===== src/rtl/half_subtractor.sv =====
// rtl/half_subtractor.sv - registered multi-slice half subtractor with borrow event counter
module half_subtractor #(
   parameter int WIDTH = 1,
   parameter int CNT_W = 16
) (
   input  logic             clk,
   input  logic             rst,
   input  logic             in_valid,
   input  logic [WIDTH-1:0] a,
   input  logic [WIDTH-1:0] b,
   output logic [WIDTH-1:0] diff,
   output logic [WIDTH-1:0] borrow,
   output logic             out_valid,
   output logic             borrow_any,
   output logic [CNT_W-1:0] borrow_cnt
);

   localparam logic [CNT_W-1:0] CNT_ONE = {{(CNT_W-1){1'b0}}, 1'b1};

   // Per-slice combinational results; slices never interact.
   logic [WIDTH-1:0] w_diff;
   logic [WIDTH-1:0] w_borrow;
   logic             w_borrow_any;
   logic             w_cnt_sat;

   logic [WIDTH-1:0] r_diff;
   logic [WIDTH-1:0] r_borrow;
   logic             r_valid;
   logic             r_borrow_any;
   logic [CNT_W-1:0] r_borrow_cnt;

   assign w_diff       = a ^ b;
   assign w_borrow     = ~a & b;
   assign w_borrow_any = |w_borrow;
   assign w_cnt_sat    = &r_borrow_cnt;

   // Capture results only for qualified operands; otherwise hold the last result.
   always_ff @(posedge clk) begin
      if (rst) begin
         r_diff       <= '0;
         r_borrow     <= '0;
         r_borrow_any <= 1'b0;
      end else if (in_valid) begin
         r_diff       <= w_diff;
         r_borrow     <= w_borrow;
         r_borrow_any <= w_borrow_any;
      end
   end

   // out_valid is a one-cycle delayed copy of in_valid.
   always_ff @(posedge clk) begin
      if (rst) begin
         r_valid <= 1'b0;
      end else begin
         r_valid <= in_valid;
      end
   end

   // Count accepted operations that borrowed in any slice, sticking at all-ones.
   always_ff @(posedge clk) begin
      if (rst) begin
         r_borrow_cnt <= '0;
      end else if (in_valid && w_borrow_any && !w_cnt_sat) begin
         r_borrow_cnt <= r_borrow_cnt + CNT_ONE;
      end
   end

   assign diff       = r_diff;
   assign borrow     = r_borrow;
   assign out_valid  = r_valid;
   assign borrow_any = r_borrow_any;
   assign borrow_cnt = r_borrow_cnt;

endmodule


===== config.mk =====
export PLATFORM = sky130hd
export DESIGN_NAME = half_subtractor
export DESIGN_NICKNAME = d
export VERILOG_FILES = /design/src/rtl/half_subtractor.sv
export SDC_FILE = /design/constraint.sdc
export NUM_CORES = 1
export LEC_CHECK = 0
export BUFFER_PORTS_ARGS = -buffer_cell sky130_fd_sc_hd__buf_2
export CORE_MARGIN = 2
export CORE_UTILIZATION = 51
export DETAILED_ROUTE_END_ITERATION = 7
export PLACE_DENSITY_LB_ADDON = 0.15
export SYNTH_ARGS = -nofsm -noshare
export SYNTH_HDL_FRONTEND = slang
export SYNTH_SLANG_ARGS = --single-unit

===== constraint.sdc =====
create_clock -name clk -period 2 [get_ports clk]
set_input_delay 0.6 -clock clk [delete_from_list [all_inputs] [get_ports clk]]
set_output_delay 0.6 -clock clk [all_outputs]
set_load 0.01 [all_outputs]

==> reports/qor.log, run 1 <==
[run_status] outcome completed
[cells_and_area] total number of nets in the final design 144
[synthesis] area of the mapped netlist 993.5 um2
[synthesis] post-synthesis simple-gate area fraction 0.3589
[place] worst slack after detailed placement 0.06856 ns
[clock_network] clock slew at reported path FFs 0.11 ns
[place] placed wire-length estimate after detailed placement 1483 um
[hold_path] startpoint of the lowest-slack hold path borrow_any
[drt] routed wire length per instance 12.70 um
[clock_network] maximum buffer depth of the clock tree 2
[place] port bufs 24
[clock_network] hold bufs inserted after CTS 0
[clock_network] CTS Buf Count 3
[drt] residual DRC count 0
[timing] minimum period implied by the final worst setup slack 1.828 ns
[synthesis] library cells used by synthesis 36
[power_and_ir_drop] Clk network pwr share 0.315
[synthesis] post-synthesis compound-gate area fraction 0.1763
[timing] worst-margin pin slew 0.4781 ns
[timing] final hold slack 0.4840 ns
[worst_setup_path] endpoint required time on the critical path 2.18 ns
[worst_setup_path] biggest fanout along the worst timing path 8
[floorplanning] count of boundary I/O pins 25
[place] RePlAce Congestion 0.7578
[cells_and_area] most common cell after layout, fill and taps aside sky130_fd_sc_hd__buf_2
[job] max-capacitance violation count 0
[drt] number of vias in the routed layout 940
[hold_path] HP Class flip-flop to flip-flop
[drt] number of DRC markers after the initial detailed-route iteration 15
[grt] aggregate global routing overflow 0
[timing] slack of the critical path 0.1718 ns
[grt] GR Util met1 0.2779
[grt] global routing met2 resource utilization 0.2880
[floorplanning] Die Height 48.14 um
[drt] Routed Antenna Nets 0
[floorplanning] core area 0.001783 mm2
[timing] Max Clock Skew 0.01239 ns
[hold_path] worst hold path stage count 2
[worst_setup_path] worst path cell trace ha_1 -> nand3_2 -> nor4_4 -> nor4_1 -> mux2_1
[worst_setup_path] terminus of the critical flop-to-flop path borrow_cnt[15]
[hold_path] endpoint with the worst hold slack borrow_any
[power_and_ir_drop] Reg power frac 0.629
[timing] number of pins exceeding their max-slew limit in the final report 0
[worst_setup_path] cell with the largest stage delay on the worst path sky130_fd_sc_hd__nor4_4
[timing] share of the clock period used by the worst path after layout 0.9141
[worst_setup_path] length in cells of the worst reg-to-reg path 5
[floorplanning] die extent in x 48.14 um
[floorplanning] Core Rows 15
[grt] global route hottest layer met2
[power_and_ir_drop] static leakage 0.0004990 uW
[floorplanning] DIE AREA 0.002317 mm2
[power_and_ir_drop] proportion of power drawn by combinational gates 0.056
[clock_network] worst skew pair latency 0.30 ns
[worst_setup_path] worst endpoint data arrival time 2.01 ns
[cells_and_area] share of cells above drive strength 1 0.2794
[clock_network] deepest level of the CTS H-tree 1
[grt] met3 Use GR 0.02963
[synthesis] count of state elements after synthesis 19
[timing] Worst slew margin 0.6789
[clock_network] Resized Gates After CTS 0
[power_and_ir_drop] switching share of total power 0.2307
[synthesis] post-synthesis adder-cell area fraction 0.02519
[grt] maximum number of pins on one net before global-route repair 22
[power_and_ir_drop] PwrDens 521.9 mW/mm2
[worst_setup_path] Critical Path Start Type flip-flop
[floorplanning] initial core utilization 0.5572
[synthesis] warning count from the yosys run 0
[timing] Final setup violation count 0
[grt] number of antenna violations at the first check in global routing 0
[worst_setup_path] startpoint of the most critical register-to-register path borrow_cnt[0]
[worst_setup_path] critical setup path kind flip-flop to flip-flop
[synthesis] multiplexer area fraction after synthesis 0.02141
[synthesis] gate count of the mapped netlist 109
[grt] first-pass GRT wire length 3256 um
[timing] setup total negative slack 0 ns
[worst_setup_path] worst reg2reg setup slack 0.17 ns
[clock_network] master cell of the clock root buffer sky130_fd_sc_hd__clkbuf_4
[drt] vias per std cell 5.839
[power_and_ir_drop] Switching Power 141.5 uW
[cells_and_area] P&R area growth vs syn 18.26%
[grt] number of global-route vias before repair 762
[synthesis] mean area per synthesized cell 9.114 um2
[worst_setup_path] maximum cell stage delay along the critical path 0.46 ns
[clock_network] Post-CTS Setup Inserts 0
[clock_network] Clock Sink Count 19
[synthesis] largest family of logic cells by synthesized area simple AND/OR/NAND/NOR gates
[cells_and_area] antenna cell count 0
[drt] sum of routed wire length over all layers 2044 um
[timing] unrepaired setup endpoints after global routing no
[clock_network] TritonCTS clock tree done
[drt] number of search-and-repair iterations in the first detailed-routing pass 4
[synthesis] xor-xnor portion of the synthesized cell area 0
[cells_and_area] commonest non-fill, non-tap cells in the layout sky130_fd_sc_hd__buf_2, sky130_fd_sc_hd__dfxtp_1, sky130_fd_sc_hd__a21oi_1, sky130_fd_sc_hd__nor2_1
[timing] top achievable clock speed 0.5470 GHz
[power_and_ir_drop] internal portion of total power 471.7 uW
[worst_setup_path] first element of the critical path borrow_cnt[0]
[power_and_ir_drop] Max rail drop VDD 406.2 uV
[worst_setup_path] endpoint kind of the worst setup timing path flip-flop
[grt] combined global-route utilization of all metal layers 0.1971
[synthesis] register area share after synthesis 0.3829
[timing] total count of hold-check failures in the final report 0
[synthesis] nets in the synthesized netlist 116
-- worst max-delay path by stage --
stage                     endpoint  slack [ns]  cells after the start
floorplan           borrow_cnt[15]        0.25                      6
global placement    borrow_cnt[15]        0.11                      7
detailed placement  borrow_cnt[15]        0.07                      7
CTS                 borrow_cnt[15]        0.17                      5
global route        borrow_cnt[15]        0.04                      5
finish              borrow_cnt[15]        0.17                      5
-- routing by layer --
layer,share of wire,vias to the layer above,routed length [um]
li1,-,478,-
met1,0.48,440,990
met2,0.46,18,931
met3,0.040,4,82
met4,0.020,0,40
met5,0,-,0
-- synthesized netlist by cell type --
| cell | instances | area share |
|---|---|---|
| sky130_fd_sc_hd__a211oi_1 | 4 | 0.030 |
| sky130_fd_sc_hd__mux2i_1 | 1 | 0.010 |
| sky130_fd_sc_hd__nor3_2 | 1 | 0.010 |
| sky130_fd_sc_hd__or4_1 | 4 | 0.030 |
| sky130_fd_sc_hd__nand4_2 | 2 | 0.025 |
| sky130_fd_sc_hd__a311oi_1 | 1 | 0.0088 |
| sky130_fd_sc_hd__and2_1 | 1 | 0.0063 |
| sky130_fd_sc_hd__nor3b_1 | 1 | 0.0076 |
| sky130_fd_sc_hd__nor3_1 | 3 | 0.015 |
| sky130_fd_sc_hd__nor4_1 | 1 | 0.0063 |
| sky130_fd_sc_hd__buf_2 | 1 | 0.0050 |
| sky130_fd_sc_hd__nand3_1 | 3 | 0.015 |
| sky130_fd_sc_hd__nor3b_2 | 1 | 0.013 |
| sky130_fd_sc_hd__o21ai_0 | 2 | 0.010 |
| sky130_fd_sc_hd__buf_4 | 1 | 0.0076 |
| sky130_fd_sc_hd__a41o_1 | 1 | 0.010 |
| sky130_fd_sc_hd__nand2b_1 | 3 | 0.019 |
| sky130_fd_sc_hd__nand2_1 | 5 | 0.019 |
| sky130_fd_sc_hd__ha_1 | 2 | 0.025 |
| sky130_fd_sc_hd__or3_1 | 3 | 0.019 |
| sky130_fd_sc_hd__nand3_2 | 1 | 0.010 |
| sky130_fd_sc_hd__mux2_1 | 1 | 0.011 |
| sky130_fd_sc_hd__a21oi_1 | 11 | 0.055 |
| sky130_fd_sc_hd__clkbuf_1 | 2 | 0.0076 |
| sky130_fd_sc_hd__dfxtp_1 | 19 | 0.38 |
| sky130_fd_sc_hd__o31ai_1 | 5 | 0.038 |
| sky130_fd_sc_hd__and3b_1 | 1 | 0.0088 |
| sky130_fd_sc_hd__and3_1 | 3 | 0.019 |
| sky130_fd_sc_hd__inv_1 | 4 | 0.015 |
| sky130_fd_sc_hd__nor4_4 | 2 | 0.043 |
| sky130_fd_sc_hd__nor2b_1 | 3 | 0.019 |
| sky130_fd_sc_hd__a31oi_1 | 2 | 0.013 |
| sky130_fd_sc_hd__o2111a_1 | 1 | 0.011 |
| sky130_fd_sc_hd__nor2_1 | 6 | 0.023 |
| sky130_fd_sc_hd__nand4_1 | 4 | 0.025 |
| sky130_fd_sc_hd__and4_1 | 3 | 0.026 |
-- sequential cells by signal, summed over array words and instances (netlist names) --
name	cells
borrow_any	1
diff	1
out_valid	1
borrow_cnt	16
-- critical path: cells and delay by family (launching register included) --
| family | cells | cell delay (ns) |
|---|---|---|
| and+or+nand+nor | 3 | 0.74 |
| DFF | 1 | 0.42 |
| muxes | 1 | 0.32 |
| adders and majority gates | 1 | 0.22 |
-- cell families after synthesis --
| logic type | Yosys count |
|---|---|
| DFF | 19 |
| and+or+nand+nor | 51 |
| buffers and inverters | 8 |
| AOI/OAI and AO/OA | 27 |
| adders and majority gates | 2 |
| muxes | 2 |
-- layout make-up --
type,instances,area (um2)
clock buffer,3,22.52
clock inverter,1,5.005
fill,159,608.1
inverter,4,15.01
multi-input combinational,82,578.1
sequential,19,380.4
tap,25,31.28
timing repair buffer,27,142.6
-- power groups by stage --
| stage | clock network (uW) | logic (uW) | registers, uW |
|---|---|---|---|
| floorplan | 0 | 18.7 | 397 |
| global placement | 0 | 33.8 | 394 |
| detailed placement | 0 | 34.7 | 394 |
| CTS | 200 | 34.6 | 386 |
| global route | 215 | 38.2 | 387 |
| finish | 193 | 34.1 | 386 |
-- through the flow --
| step | power (uW) | std cells | utilization | instance area (um2) |
|---|---|---|---|---|
| finish | 613.2 | 161 | 0.6589 | 1175 |
| global route | 640.1 | 161 | 0.6589 | 1175 |
| CTS | 620.6 | 161 | 0.6589 | 1175 |
| detailed placement | 429.1 | 157 | 0.6435 | 1147 |
| global placement | 428.0 | 157 | 0.6435 | 1147 |
| floorplan | 415.4 | 109 | - | 993.5 |
No activity file was read; power rests on OpenSTA's default activity.
==> inputs of run 2 (changes only) <==
CORE_UTILIZATION = 40   (was 51)
==> reports/qor.log, run 2 (synthesis results as in run 1) <==
[timing] Max Clock Skew 0.003005 ns
[grt] aggregate global routing overflow 0
[cells_and_area] antenna cell count 0
[cells_and_area] area of all placed cells without fillers 0.001195 mm2
[floorplanning] die extent in x 53.84 um
[cells_and_area] sequential cell area in the final layout 380.4 um2
[drt] number of DRC markers after the initial detailed-route iteration 20
[timing] top achievable clock speed 0.5461 GHz
[power_and_ir_drop] switching share of total power 0.2310
[floorplanning] DIE AREA 0.002898 mm2
[clock_network] CTS Buf Count 3
[worst_setup_path] endpoint required time on the critical path 2.19 ns
[grt] maximum number of pins on one net before global-route repair 22
[drt] number of vias in the routed layout 934
[cells_and_area] P&R area growth vs syn 20.28%
[power_and_ir_drop] Clk network pwr share 0.318
[clock_network] master cell of the clock root buffer sky130_fd_sc_hd__clkbuf_4
[timing] worst-margin pin slew 0.4595 ns
[worst_setup_path] biggest fanout along the worst timing path 8
[grt] number of antenna violations at the first check in global routing 0
[clock_network] clock slew at reported path FFs 0.11 ns
[clock_network] Post-CTS Setup Inserts 0
[drt] residual DRC count 0
[drt] met1 layer wirelength in the final routing 1145 um
[timing] setup total negative slack 0 ns
[timing] minimum period implied by the final worst setup slack 1.831 ns
[clock_network] worst skew pair latency 0.29 ns
[power_and_ir_drop] proportion of power drawn by combinational gates 0.057
[power_and_ir_drop] internal portion of total power 474.9 uW
[place] RePlAce Congestion 0.7935
[timing] number of pins exceeding their max-slew limit in the final report 0
[timing] unrepaired setup endpoints after global routing no
[clock_network] maximum buffer depth of the clock tree 2
[place] placed wire-length estimate after detailed placement 1592 um
[floorplanning] initial core utilization 0.4123
[clock_network] TritonCTS clock tree done
[worst_setup_path] Critical Path Start Type flip-flop
[worst_setup_path] Bufs and invs on worst path 0
[timing] Worst slew margin 0.6914
[drt] routed wire length per instance 13.14 um
[worst_setup_path] endpoint kind of the worst setup timing path flip-flop
[drt] number of search-and-repair iterations in the first detailed-routing pass 4
[power_and_ir_drop] Reg power frac 0.624
[floorplanning] Die Height 53.84 um
[floorplanning] core area 0.002410 mm2
[cells_and_area] share of cells above drive strength 1 0.2826
[timing] share of the clock period used by the worst path after layout 0.9155
[worst_setup_path] cell family contributing the most delay on the critical path simple AND/OR/NAND/NOR gates
[drt] metal2 WL 949 um
[worst_setup_path] critical setup path kind flip-flop to flip-flop
[run_status] outcome completed
[cells_and_area] area of combinational cells with multiple inputs 578.1 um2
[place] port bufs 24
[clock_network] Resized Gates After CTS 0
[place] placed cell areas 0.001169 mm2
[job] max-capacitance violation count 0
[floorplanning] count of boundary I/O pins 25
[drt] sum of routed wire length over all layers 2208 um
[cells_and_area] flip-flop count of the largest register after layout 16
[worst_setup_path] startpoint of the most critical register-to-register path borrow_cnt[0]
[cells_and_area] total number of nets in the final design 146
[worst_setup_path] worst endpoint data arrival time 2.02 ns
[clock_network] deepest level of the CTS H-tree 1
[drt] vias per std cell 5.560
[worst_setup_path] worst path cell trace ha_1 -> nand3_2 -> nor4_4 -> nor4_1 -> mux2_1
[drt] Routed Antenna Nets 0
[cells_and_area] most common cell after layout, fill and taps aside sky130_fd_sc_hd__buf_2
[timing] total count of hold-check failures in the final report 0
[grt] first-pass GRT wire length 3657 um
[power_and_ir_drop] Switching Power 142.7 uW
[worst_setup_path] cell with the largest stage delay on the worst path sky130_fd_sc_hd__nor4_4
[power_and_ir_drop] PwrDens 516.9 mW/mm2
[power_and_ir_drop] static leakage 0.0005072 uW
[grt] combined global-route utilization of all metal layers 0.1719
[grt] number of global-route vias before repair 820
[drt] highest layer used for signal routing met4
[cells_and_area] commonest non-fill, non-tap cells in the layout sky130_fd_sc_hd__buf_2, sky130_fd_sc_hd__dfxtp_1, sky130_fd_sc_hd__a21oi_1, sky130_fd_sc_hd__nor2_1
[timing] Final setup violation count 0
[hold_path] HP Class flip-flop to flip-flop
[worst_setup_path] first element of the critical path borrow_cnt[0]
[drt] met3 WL post-DR 98 um
[clock_network] Clock Sink Count 19
[worst_setup_path] maximum cell stage delay along the critical path 0.47 ns
[cells_and_area] fill cell instance count of the final layout 233
[hold_path] startpoint of the lowest-slack hold path borrow_any
[power_and_ir_drop] Max rail drop VDD 315.9 uV
[floorplanning] Core Rows 18
[clock_network] hold bufs inserted after CTS 0
==> run 2: cell count changes in the layout (fill, tap and decap cells not counted) <==
cell                       previous run  this run
sky130_fd_sc_hd__buf_4                3         5
sky130_fd_sc_hd__clkbuf_1             0         1
sky130_fd_sc_hd__clkinv_2             1         0
==> run 2: layout make-up <==
cell class,count,share of cell area
well taps,30,0.03141
clock buffers,4,0.02199
repair buffers,29,0.1319
inverters,4,0.01257
multi-input cells,82,0.4838
flip-flops and latches,19,0.3183
==> run 2: worst reg2reg max path, cell delays in order (launching register included) <==
cell	delay [ns]
sky130_fd_sc_hd__dfxtp_1	0.41
sky130_fd_sc_hd__ha_1	0.21
sky130_fd_sc_hd__nand3_2	0.18
sky130_fd_sc_hd__nor4_4	0.47
sky130_fd_sc_hd__nor4_1	0.12
sky130_fd_sc_hd__mux2_1	0.32
==> run 2: per-layer routing <==
layer,global-route usage,up-vias
li1,-,480
met1,0.2449,422
met2,0.2541,28
met3,0.02778,4
met4,0.07265,0
met5,0,-
==> run 2: through the flow <==
stage	total power (uW)	hold WS [ns]	setup slack, ns	utilization	instances
floorplan	415.4	0.4978	0.2462	-	109
global placement	428.6	0.4657	0.1413	0.4849	164
detailed placement	429.9	0.4731	0.03207	0.4849	164
CTS	629.1	0.4923	0.1619	0.4958	168
global route	640.0	0.5357	0.03757	0.4958	168
finish	617.6	0.4898	0.1689	0.4958	168
==> run 2: path summary, 6_finish.rpt <==
kind / endpoint / slack, ns / depth (start not counted)
max: borrow_cnt[15] / 0.17 / 5
max reg2reg: borrow_cnt[15] / 0.17 / 5
min: borrow_any / 0.49 / 2
min reg2reg: borrow_any / 0.49 / 2
==> run 2: power groups by stage <==
stage               logic [uW]  registers, uW  clock network (uW)
floorplan                 18.7            397                   0
global placement          34.4            394                   0
detailed placement        35.6            394                   0
CTS                       35.6            386                 208
global route              39.2            387                 214
finish                    35.3            386                 197
